<file path="src/rtl/rssi_pkg.sv">
// Shared constants, channel-width helper and the stage-1 to stage-2 payload
// for the multi-channel gain correction stage.
package rssi_pkg;

    localparam int DEF_MAX_DB         = 72;
    localparam int DEF_GAIN_STEP_LOG2 = 2;

    // Payload fields are sized for the widest supported instance (OUT_W <= 32)
    localparam int PAY_CH_W   = 8;
    localparam int PAY_CORR_W = 32;

    function automatic int ch_width(input int n);
        return (n > 1) ? $clog2(n) : 1;
    endfunction

    function automatic int max3(input int a, input int b, input int c);
        int m;
        m = (a > b) ? a : b;
        return (m > c) ? m : c;
    endfunction

    typedef struct packed {
        logic [PAY_CH_W-1:0]          ch;
        logic signed [PAY_CORR_W-1:0] corr;
        logic                         sat;
        logic                         seed;
    } s1_payload_t;

endpackage

</file>
<file path="src/rtl/gain_correction_avg_if.sv">
// Sample bus of the gain correction stage: detector samples in, RSSI samples out.
// valid_i / valid_o are single-cycle strobes; there is no ready, every sample is accepted.
interface gain_correction_avg_if
    import rssi_pkg::*;
#(
    parameter int NUM_CH = 4,
    parameter int SIG_W  = 8,
    parameter int GAIN_W = 6,
    parameter int OUT_W  = 16
);
    localparam int CH_W = ch_width(NUM_CH);

    logic                     valid_i;
    logic [CH_W-1:0]          ch_i;
    logic [SIG_W-1:0]         signal_dB_i;
    logic signed [GAIN_W-1:0] gain_dB_i;
    logic                     valid_o;
    logic [CH_W-1:0]          ch_o;
    logic signed [OUT_W-1:0]  rssi_dBFS_o;
    logic                     sat_o;

    modport slave (
        input  valid_i, ch_i, signal_dB_i, gain_dB_i,
        output valid_o, ch_o, rssi_dBFS_o, sat_o
    );

    modport master (
        output valid_i, ch_i, signal_dB_i, gain_dB_i,
        input  valid_o, ch_o, rssi_dBFS_o, sat_o
    );

endinterface

</file>
<file path="src/rtl/rssi_ema.sv">
// Single-channel exponential-average update: seeds or moves the fixed-point
// accumulator towards the new sample by 2^-EMA_SHIFT.
module rssi_ema #(
    parameter int OUT_W     = 16,
    parameter int EMA_SHIFT = 2
) (
    input  logic                          seed,
    input  logic signed [OUT_W-1:0]       corr,
    input  logic signed [OUT_W+EMA_SHIFT:0] acc,
    output logic signed [OUT_W+EMA_SHIFT:0] acc_new,
    output logic signed [OUT_W-1:0]       out
);
    localparam int AW = OUT_W + EMA_SHIFT + 1;

    logic signed [AW-1:0] target;

    always_comb begin
        target  = AW'(corr) <<< EMA_SHIFT;
        acc_new = seed ? target : acc + ((target - acc) >>> EMA_SHIFT);
        out     = OUT_W'(acc_new >>> EMA_SHIFT);
    end

endmodule

</file>
<file path="src/rtl/gain_correction_avg.sv">
// Multi-channel detector-to-dBFS correction with per-channel settling blanking
// and optional per-channel averaging (enabled by defining GAIN_CORR_AVG_EN).
module gain_correction_avg
    import rssi_pkg::*;
#(
    parameter int NUM_CH         = 4,
    parameter int SIG_W          = 8,
    parameter int GAIN_W         = 6,
    parameter int GAIN_STEP_LOG2 = DEF_GAIN_STEP_LOG2,
    parameter int MAX_DB         = DEF_MAX_DB,
    parameter int OUT_W          = 16,
    parameter int HOLDOFF        = 3,
    parameter int EMA_SHIFT      = 2
) (
    input logic clk,
    input logic rst_n,
    gain_correction_avg_if.slave bus
);
    localparam int CH_W  = ch_width(NUM_CH);
    localparam int CW    = max3(SIG_W, GAIN_W + GAIN_STEP_LOG2, 8) + 2;
    localparam int XW    = ((CW > OUT_W) ? CW : OUT_W) + 1;
    localparam int CNT_W = (HOLDOFF > 1) ? $clog2(HOLDOFF) : 1;

    localparam logic signed [XW-1:0] OMAX = XW'((64'sd1 <<< (OUT_W - 1)) - 64'sd1);
    localparam logic signed [XW-1:0] OMIN = XW'(-(64'sd1 <<< (OUT_W - 1)));
    localparam logic [CH_W:0]        CH_LIMIT = (CH_W + 1)'(NUM_CH);
    localparam logic [CNT_W-1:0]     HOLD_RELOAD = (HOLDOFF > 0) ? CNT_W'(HOLDOFF - 1) : '0;

    logic signed [GAIN_W-1:0] last_gain [NUM_CH];
    logic [CNT_W-1:0]         cnt [NUM_CH];
    logic [NUM_CH-1:0]        seen;
    logic [NUM_CH-1:0]        seed;

    logic signed [CW-1:0]    corr_full;
    logic signed [XW-1:0]    corr_x;
    logic signed [OUT_W-1:0] corr_clamp;
    logic                    sat;
    logic                    ch_ok;
    logic                    change;
    logic                    blank;
    logic                    seed_next;
    logic [CNT_W-1:0]        cur_cnt;
    logic [CNT_W-1:0]        cnt_next;

    s1_payload_t s1_q;
    logic        s1_valid;

    always_comb begin
        corr_full = $signed({{(CW - SIG_W){1'b0}}, bus.signal_dB_i})
                  - CW'(MAX_DB)
                  - (CW'(bus.gain_dB_i) <<< GAIN_STEP_LOG2);
        corr_x     = XW'(corr_full);
        corr_clamp = OUT_W'(corr_x);
        sat        = 1'b0;
        if (corr_x > OMAX) begin
            corr_clamp = OUT_W'(OMAX);
            sat        = 1'b1;
        end else if (corr_x < OMIN) begin
            corr_clamp = OUT_W'(OMIN);
            sat        = 1'b1;
        end
    end

    // A gain change reloads the blanking count; the changing sample is itself blanked.
    always_comb begin
        ch_ok   = {1'b0, bus.ch_i} < CH_LIMIT;
        cur_cnt = cnt[bus.ch_i];
        change  = seen[bus.ch_i] && (bus.gain_dB_i != last_gain[bus.ch_i]);
        if (change) begin
            blank     = (HOLDOFF > 0);
            cnt_next  = HOLD_RELOAD;
            seed_next = 1'b1;
        end else begin
            blank     = (cur_cnt != '0);
            cnt_next  = blank ? cur_cnt - CNT_W'(1) : '0;
            seed_next = seed[bus.ch_i];
        end
    end

    always_ff @(posedge clk or negedge rst_n) begin
        if (!rst_n) begin
            s1_valid <= 1'b0;
            s1_q     <= '0;
            seen     <= '0;
            seed     <= '1;
            for (int i = 0; i < NUM_CH; i++) begin
                last_gain[i] <= '0;
                cnt[i]       <= '0;
            end
        end else begin
            s1_valid <= 1'b0;
            if (bus.valid_i && ch_ok) begin
                last_gain[bus.ch_i] <= bus.gain_dB_i;
                seen[bus.ch_i]      <= 1'b1;
                cnt[bus.ch_i]       <= cnt_next;
                seed[bus.ch_i]      <= blank ? seed_next : 1'b0;
                if (!blank) begin
                    s1_valid    <= 1'b1;
                    s1_q.ch     <= PAY_CH_W'(bus.ch_i);
                    s1_q.corr   <= PAY_CORR_W'(corr_clamp);
                    s1_q.sat    <= sat;
                    s1_q.seed   <= seed_next;
                end
            end
        end
    end

    logic [CH_W-1:0]         s2_ch;
    logic signed [OUT_W-1:0] s2_corr;
    logic signed [OUT_W-1:0] s2_val;
    logic                    unused_pay;

    assign s2_ch      = s1_q.ch[CH_W-1:0];
    assign s2_corr    = s1_q.corr[OUT_W-1:0];
    assign unused_pay = ^s1_q;

`ifdef GAIN_CORR_AVG_EN
    localparam int AW = OUT_W + EMA_SHIFT + 1;

    logic signed [AW-1:0]    acc [NUM_CH];
    logic signed [AW-1:0]    acc_new;
    logic signed [OUT_W-1:0] ema_out;

    rssi_ema #(
        .OUT_W     (OUT_W),
        .EMA_SHIFT (EMA_SHIFT)
    ) u_ema (
        .seed    (s1_q.seed),
        .corr    (s2_corr),
        .acc     (acc[s2_ch]),
        .acc_new (acc_new),
        .out     (ema_out)
    );

    always_ff @(posedge clk or negedge rst_n) begin
        if (!rst_n) begin
            for (int i = 0; i < NUM_CH; i++) acc[i] <= '0;
        end else if (s1_valid) begin
            acc[s2_ch] <= acc_new;
        end
    end

    assign s2_val = ema_out;
`else
    assign s2_val = s2_corr;
`endif

    always_ff @(posedge clk or negedge rst_n) begin
        if (!rst_n) begin
            bus.valid_o     <= 1'b0;
            bus.ch_o        <= '0;
            bus.rssi_dBFS_o <= '0;
            bus.sat_o       <= 1'b0;
        end else begin
            bus.valid_o <= s1_valid;
            if (s1_valid) begin
                bus.ch_o        <= s2_ch;
                bus.rssi_dBFS_o <= s2_val;
                bus.sat_o       <= s1_q.sat;
            end
        end
    end

endmodule

</file>
<file path="src/flat_wrapper.sv">
// flat-port wrapper written by rule: the top's interface ports become plain ports
module gain_correction_avg_flat import rssi_pkg::*;
#(
    parameter int NUM_CH         = 4,
    parameter int SIG_W          = 8,
    parameter int GAIN_W         = 6,
    parameter int GAIN_STEP_LOG2 = DEF_GAIN_STEP_LOG2,
    parameter int MAX_DB         = DEF_MAX_DB,
    parameter int OUT_W          = 16,
    parameter int HOLDOFF        = 3,
    parameter int EMA_SHIFT      = 2
)
  (clk, rst_n, bus_valid_i, bus_ch_i, bus_signal_dB_i, bus_gain_dB_i, bus_valid_o, bus_ch_o, bus_rssi_dBFS_o, bus_sat_o);
  gain_correction_avg_if #(.NUM_CH(NUM_CH), .SIG_W(SIG_W), .GAIN_W(GAIN_W), .OUT_W(OUT_W)) bus_i ();
  input logic clk;
  input logic rst_n;
  input wire logic [$bits(bus_i.valid_i)-1:0] bus_valid_i;
  input wire logic [$bits(bus_i.ch_i)-1:0] bus_ch_i;
  input wire logic [$bits(bus_i.signal_dB_i)-1:0] bus_signal_dB_i;
  input wire logic [$bits(bus_i.gain_dB_i)-1:0] bus_gain_dB_i;
  output wire logic [$bits(bus_i.valid_o)-1:0] bus_valid_o;
  output wire logic [$bits(bus_i.ch_o)-1:0] bus_ch_o;
  output wire logic [$bits(bus_i.rssi_dBFS_o)-1:0] bus_rssi_dBFS_o;
  output wire logic [$bits(bus_i.sat_o)-1:0] bus_sat_o;
  assign bus_i.valid_i = bus_valid_i;
  assign bus_i.ch_i = bus_ch_i;
  assign bus_i.signal_dB_i = bus_signal_dB_i;
  assign bus_i.gain_dB_i = bus_gain_dB_i;
  assign bus_valid_o = bus_i.valid_o;
  assign bus_ch_o = bus_i.ch_o;
  assign bus_rssi_dBFS_o = bus_i.rssi_dBFS_o;
  assign bus_sat_o = bus_i.sat_o;
  gain_correction_avg #(.NUM_CH(NUM_CH), .SIG_W(SIG_W), .GAIN_W(GAIN_W), .GAIN_STEP_LOG2(GAIN_STEP_LOG2), .MAX_DB(MAX_DB), .OUT_W(OUT_W), .HOLDOFF(HOLDOFF), .EMA_SHIFT(EMA_SHIFT)) u_core (.clk(clk), .rst_n(rst_n), .bus(bus_i));
endmodule
</file>
<file path="config.mk">
export PLATFORM = sky130hd
export DESIGN_NAME = gain_correction_avg_flat
export DESIGN_NICKNAME = d
export VERILOG_FILES = /design/src/rtl/rssi_pkg.sv /design/src/rtl/gain_correction_avg_if.sv /design/src/rtl/rssi_ema.sv /design/src/rtl/gain_correction_avg.sv /design/src/flat_wrapper.sv
export SDC_FILE = /design/constraint.sdc
export NUM_CORES = 1
export LEC_CHECK = 0
export ABC_AREA = 1
export CORE_MARGIN = 2
export CORE_UTILIZATION = 45
export CTS_CLUSTER_DIAMETER = 50
export CTS_CLUSTER_SIZE = 40
export DETAILED_ROUTE_END_ITERATION = 8
export GPL_ROUTABILITY_DRIVEN = 0
export PLACE_DENSITY = 0.78
export SETUP_SLACK_MARGIN = 0.1
export SLEW_MARGIN = 40
export SYNTH_ARGS = -nofsm -noshare
export SYNTH_HDL_FRONTEND = slang
export SYNTH_SLANG_ARGS = --single-unit
</file>
<file path="constraint.sdc">
create_clock -name clk -period 3.9 [get_ports clk]
set_input_delay 0.975 -clock clk [delete_from_list [all_inputs] [get_ports clk]]
set_output_delay 0.975 -clock clk [all_outputs]
set_load 0.01 [all_outputs]
</file>
==> flow_metrics.py, run 1 <==
metrics = {
    "status": {
        "status": "finished clean",
    },
    "setup_path": {
        "worstPathRequired_ns": 4.14,
        "slowest_stage": "clkdlybuf4s50_1",
        "end_kind": "flop",
        "crit_path_max_fanout": 5,
        "crit_type": "in -> reg",
        "reg2reg_depth": 12,
        "cp_common_cell": "nand2_1",
        "start_kind": "primary input",
        "max_stage_delay_ns": 0.52,
        "arrival_ns": 3.14,
        "cp_cell_sequence": "clkdlybuf4s50_1 -> inv_1 -> ha_1 -> xor2_1 -> ha_1 -> nand2_1 -> inv_1 -> nand4_1 -> o211ai_1 -> nand2_1 -> nand2_1 -> nand2_1 -> nand3_1 -> nand2_1",
    },
    "route": {
        "drtAntennaViolNets": 0,
        "first_pass_iters": 4,
        "drt_wl_total_um": 6600,
        "vias_per_cell": 4.84,
        "drtIter0Drc": 203,
        "drc": 0,
        "route.vias.total": 2505,
        "post_drt_wl_per_cell_um": 12.7,
    },
    "clocking": {
        "clk_path_buf_depth": 2,
        "clk_pin_slew_ns": 0.07,
        "cts_setup_buffers": 0,
        "clock-sinks": 64,
        "cts.htree.levels": 3,
        "clk_latency_ns": 0.35,
        "cts_root_buf": "clkbuf_8",
        "cts_buffers": 9,
        "tritoncts": "done",
        "postCtsHoldBufs": 0,
        "cts_resized": 0,
    },
    "sta": {
        "worstMarginPinSlew_ns": 0.557,
        "final_hold_viol_count": 0,
        "max_freq_mhz": 345,
        "post-route-period-util_pct": 74.3,
        "relSlewSlack_pct": 62.8,
        "finalCriticalPeriod_ns": 2.90,
        "finalSetupTns_ns": 0,
        "slew_violations": 0,
        "skew_ns": 0.00527,
        "rsz0062_at_grt": "no",
        "finalSetupViolations": 0,
    },
    "power": {
        "power_density_nw_per_um2": 543,
        "internal_power_uw": 1420,
        "power.switching_uw": 646,
        "swShare_pct": 31.3,
        "power_leakage_uw": 0.00197,
        "peakVddDrop_mv": 0.291,
        "p_comb_share_pct": 29.1,
        "p_clk_share_pct": 25.2,
        "seq_power_share_pct": 45.7,
    },
    "min_path": {
        "min_path_type": "reg -> reg",
        "min_path_cells": 2,
    },
    "place": {
        "port-buffer-count": 37,
        "dp_hpwl_um": 4670,
        "placed_cell_area_um2": 3610,
    },
    "synthesis": {
        "synth_seq_cells": 64,
        "syn_area_um2": 3240,
        "synth_cell_types": 33,
        "yosysSeqAreaShare_pct": 49.5,
        "synth.avg_cell_area_um2": 8.41,
        "synthCells": 385,
        "yosys_warnings": 0,
        "synth_nets": 413,
    },
    "global_routing": {
        "grt_first_pass_wirelength_um": 11500,
        "grt_antenna_before_repair": 0,
        "grt-ovfl-total": 0,
        "grt_pass1_vias": 2479,
        "grt_max_degree": 65,
        "grt_use_total_pct": 19.3,
    },
    "layout": {
        "num-nets-final": 445,
        "design_area_um2": 3800,
        "fill_cells": 615,
        "synthToLayoutAreaGrowth_pct": 17.4,
        "postLayoutCoreUtil_pct": 55.3,
        "drive_above_1_share_pct": 9.72,
        "num_antenna_cells": 0,
        "mostFrequentLayoutCell": "nand2_1",
        "mostFrequentLayoutCells": "153 x nand2_1, 64 x dfrtp_1, 36 x clkdlybuf4s50_1, 32 x inv_1, 29 x nand3_1",
    },
    "die": {
        "die-area_um2": 7890,
        "die_w_um": 88.8,
        "num_io_pins": 39,
        "floorplan.rows": 30,
        "core_um2": 6870,
        "initial_core_util_pct": 47.1,
        "dieHeight_um": 88.8,
    },
    "run": {
        "drv_cap": 0,
    },
}
## through the flow
step / std cells / total power, µW / worst slack [ns] / hold slack (ns)
3_3_place_gp: 502 / 1530 / 0.695 / 0.441
4_1_cts: 518 / 2080 / 0.976 / 0.470
5_1_grt: 518 / 2200 / 0.778 / 0.503
6_report: 518 / 2060 / 1.00 / 0.467
2_1_floorplan: 385 / 1310 / 1.39 / 0.423
3_5_place_dp: 502 / 1560 / 0.617 / 0.445
## final cells by class
class / instances / area, µm² / share of cell area, %
Clock buffer: 11 / 151 / 3.98
Tap cell: 96 / 120 / 3.16
Inverter: 33 / 126 / 3.32
Multi-Input combinational cell: 269 / 1380 / 36.3
Timing Repair Buffer: 40 / 392 / 10.3
Clock inverter: 5 / 31.3 / 0.823
Sequential cell: 64 / 1600 / 42.1
## kinds of logic after synthesis
group,Yosys count,synth area share (%)
xor+xnor,8,2.16
fa+ha+maj,9,3.71
mux,13,4.52
other cells,1,0.116
simple gates,202,26.0
compound gates,36,6.11
buf+inv,52,7.92
flops,64,49.5
## sequential cells by signal (all words and copies together) (netlist names)
| name | count |
|---|---|
| u_core.s1_valid | 1 |
| u_core.s1_q | 13 |
| u_core.seen | 4 |
| u_core.cnt | 8 |
| u_core.last_gain | 24 |
| u_core.bus.valid_o | 1 |
| u_core.bus.rssi_dBFS_o | 11 |
| u_core.bus.ch_o | 2 |
## cells in the mapped netlist
library cell  instances  area, µm²
a21o_1                1       7.51
a21oi_1               4       20.0
a22oi_1               3       22.5
a31oi_1               1       6.26
and3_1                2       12.5
buf_1                 1       3.75
buf_2                 1       5.00
buf_4                 9       67.6
buf_6                 3       33.8
clkbuf_1              4       15.0
clkbuf_2              1       5.00
conb_1                1       3.75
dfrtp_1              64       1600
fa_1                  1       20.0
ha_1                  8        100
inv_1                32        120
inv_4                 1       6.26
mux2_2               13        146
nand2_1             153        574
nand2_4               2       22.5
nand3_1              29        145
nand4_1               2       12.5
nor2_1                7       26.3
nor2_2                1       6.26
nor2_4                1       11.3
nor2b_1               1       6.26
nor3_1                1       5.00
o211ai_1              1       7.51
o21ai_0              25        125
o221ai_1              1       8.76
or2_2                 3       18.8
xnor2_1               4       35.0
xor2_1                4       35.0
## critical path: cells and delay by family
family,cells,cell delay (ns)
xor gates and xnor gates,1,0.17
adders and majority gates,2,0.61
and+or+nand+nor,7,0.55
AOI/OAI and AO/OA,1,0.15
buffers and inverters,3,0.68
## path summary, 6_finish.rpt
check / to / slack, ns / startpoint
max: u_core.s1_q[16] / 1.00 / bus_signal_dB_i[3]
min: u_core.seen[2] / 0.47 / u_core.seen[2]
max reg2reg: u_core.cnt[1] / 2.26 / u_core.last_gain[4]
min reg2reg: u_core.seen[2] / 0.47 / u_core.seen[2]
max in group asynchronous: u_core.bus.rssi_dBFS_o[7] / 2.81 / rst_n
min in group asynchronous: u_core.last_gain[22] / 0.69 / rst_n
## metal layers
metal	global-route usage [%]	share of wire, %
met5	0	0
met4	10.5	2.4
met3	3.36	4.2
met2	29.1	47
met1	26.4	47
## power groups by stage
stage | sequential, µW | clock [µW] | combinational, µW
5_1_grt | 963 | 563 | 680
3_5_place_dp | 953 | 0 | 606
4_1_cts | 943 | 527 | 608
3_3_place_gp | 947 | 0 | 584
6_report | 942 | 520 | 601
2_1_floorplan | 954 | 0 | 352
Power figures use the tool's default switching activity.
==> inputs of run 2 (changes only) <==
--- a/config.mk
+++ b/config.mk
@@ -12,7 +12,7 @@
 export CTS_CLUSTER_SIZE = 40
 export DETAILED_ROUTE_END_ITERATION = 8
 export GPL_ROUTABILITY_DRIVEN = 0
-export PLACE_DENSITY = 0.78
+export PLACE_DENSITY = 0.8
 export SETUP_SLACK_MARGIN = 0.1
 export SLEW_MARGIN = 40
 export SYNTH_ARGS = -nofsm -noshare
==> constraint.sdc (replaced) <==
create_clock -name clk -period 2.3 [get_ports clk]
set_input_delay 0.575 -clock clk [delete_from_list [all_inputs] [get_ports clk]]
set_output_delay 0.575 -clock clk [all_outputs]
set_load 0.01 [all_outputs]
==> flow_metrics.py, run 2 (same netlist as run 1, synthesis figures left out) <==
metrics = {
    "sta": {
        "finalCriticalPeriod_ns": 2.11,
        "relSlewSlack_pct": 63.4,
        "rsz0062_at_grt": "yes",
        "worstMarginPinSlew_ns": 0.549,
        "slew_violations": 0,
        "finalSetupTns_ns": 0,
        "skew_ns": 0.00726,
        "final_hold_viol_count": 0,
        "post-route-period-util_pct": 91.9,
        "finalSetupViolations": 0,
        "hold_slack_ns": 0.230,
        "max_freq_mhz": 473,
    },
    "clocking": {
        "clk_pin_slew_ns": 0.08,
        "tritoncts": "done",
        "clk_latency_ns": 0.35,
        "cts.htree.levels": 3,
        "clock-sinks": 64,
        "cts_root_buf": "clkbuf_8",
        "cts_buffers": 9,
        "clk_path_buf_depth": 2,
    },
    "route": {
        "drt_wl_total_um": 7650,
        "route.vias.total": 2788,
        "first_pass_iters": 5,
        "vias_per_cell": 5.05,
        "post_drt_wl_per_cell_um": 13.9,
        "drtAntennaViolNets": 0,
        "drtIter0Drc": 203,
        "drc": 0,
    },
    "layout": {
        "reg.largest.list": "u_core.last_gain: 24 flops, u_core.s1_q: 13 flops, u_core.bus.rssi_dBFS_o: 11 flops",
        "synthToLayoutAreaGrowth_pct": 28.0,
        "drive_above_1_share_pct": 18.4,
        "largest_reg_flops": 24,
        "mostFrequentLayoutCells": "152 x nand2_1, 64 x dfrtp_1, 36 x buf_4, 31 x clkdlybuf4s50_1, 30 x inv_1",
        "num_antenna_cells": 0,
        "num-nets-final": 479,
        "mostFrequentLayoutCell": "nand2_1",
        "finalNonFillerCells": 552,
        "regMostFlops": "u_core.last_gain",
    },
    "setup_path": {
        "arrival_ns": 2.35,
        "slowest_stage": "ha_1",
        "worstPathRequired_ns": 2.54,
        "crit_path_max_fanout": 3,
        "max_stage_delay_ns": 0.33,
        "start_kind": "primary input",
        "crit_type": "in -> reg",
        "cp_common_cell": "xor2_1",
        "end_kind": "flop",
        "cp_cell_sequence": "dlygate4sd2_1 -> inv_2 -> ha_2 -> xor2_1 -> ha_1 -> a21o_1 -> a31oi_1 -> xor2_1 -> inv_1 -> nand3_1 -> nand2_1",
    },
    "place": {
        "dp_hpwl_um": 5200,
        "dp.cells": 535,
        "port-buffer-count": 37,
    },
    "status": {
        "status": "finished clean",
    },
    "die": {
        "initial_core_util_pct": 47.1,
        "num_io_pins": 39,
        "core_um2": 6870,
        "die_w_um": 88.8,
        "dieHeight_um": 88.8,
        "floorplan.rows": 30,
        "die-area_um2": 7890,
    },
    "power": {
        "finalPower_uw": 3800,
        "peakVddDrop_mv": 0.473,
        "power_density_nw_per_um2": 916,
        "power_leakage_uw": 0.00217,
    },
    "global_routing": {
        "grt_first_pass_wirelength_um": 12700,
        "grt-ovfl-total": 0,
        "grt_use_total_pct": 21.2,
        "use_met2_pct": 36.6,
        "use_met1_pct": 24.5,
        "use_met3_pct": 5.60,
        "grt_pass1_vias": 2806,
        "grt_antenna_before_repair": 0,
        "grt-busiest-layer": "met2",
        "grt_max_degree": 65,
    },
    "run": {
        "drv_cap": 0,
    },
    "min_path": {
        "min_path_type": "in -> async",
    },
}
==> run 2: metal layers <==
metal / wire length, µm / up-vias
met4: 233 / 0
met5: 0 / -
met1: 3140 / 1324
li1: - / 1345
met2: 3810 / 98
met3: 471 / 21
==> run 2: stage by stage <==
stage	area, µm²	setup slack (ns)	utilization [%]
6_report	4140	0.187	60.3
5_1_grt	4140	0.0721	60.3
4_1_cts	4120	0.109	59.9
3_5_place_dp	3870	-0.400	56.4
3_3_place_gp	3870	-0.329	56.4
2_1_floorplan	3240	0.185	-
==> run 2: critical path, delay by kind of cell <==
family,cells,cell delay (ns)
AOI/OAI and AO/OA,2,0.43
xor gates and xnor gates,2,0.35
adders and majority gates,2,0.52
buffers and inverters,3,0.34
and+or+nand+nor,2,0.13
==> run 2: path summary, 6_finish.rpt <==
path	cells after the start	slack, ns	from	endpoint
min in group clk	2	0.46	u_core.seen[2]	u_core.seen[2]
max in group asynchronous	2	1.80	rst_n	u_core.s1_valid
setup reg to reg	12	0.62	u_core.last_gain[6]	u_core.s1_q[5]
setup / recovery	11	0.19	bus_signal_dB_i[3]	u_core.s1_q[8]
hold / removal	2	0.23	rst_n	u_core.last_gain[17]
hold reg to reg	2	0.46	u_core.seen[2]	u_core.seen[2]
==> run 2: final cells by class <==
type                            instances  area (µm²)
Tap cell                               96         120
Inverter                               33         126
Clock inverter                          7        95.1
Fill cell                             575        2730
Clock buffer                            9         124
Sequential cell                        64        1600
Timing Repair Buffer                   74         657
Multi-Input combinational cell        269        1420
==> run 2: timing repair <==
| action | CTS | global route |
|---|---|---|
| gates cloned | 0 | 0 |
| gates resized for setup | 7 | 8 |
| pin swaps | 4 | 5 |
| buffers inserted | 0 | 1 |
| setup endpoints to repair | 14 | 19 |
| hold buffers | 0 | 0 |
==> run 2: report_power, final <==
group / switching [µW] / total, µW / internal, µW
clock network: 465 / 1080 / 611
registers: 180 / 1600 / 1420
logic: 519 / 1120 / 602
total: 1160 / 3800 / 2630
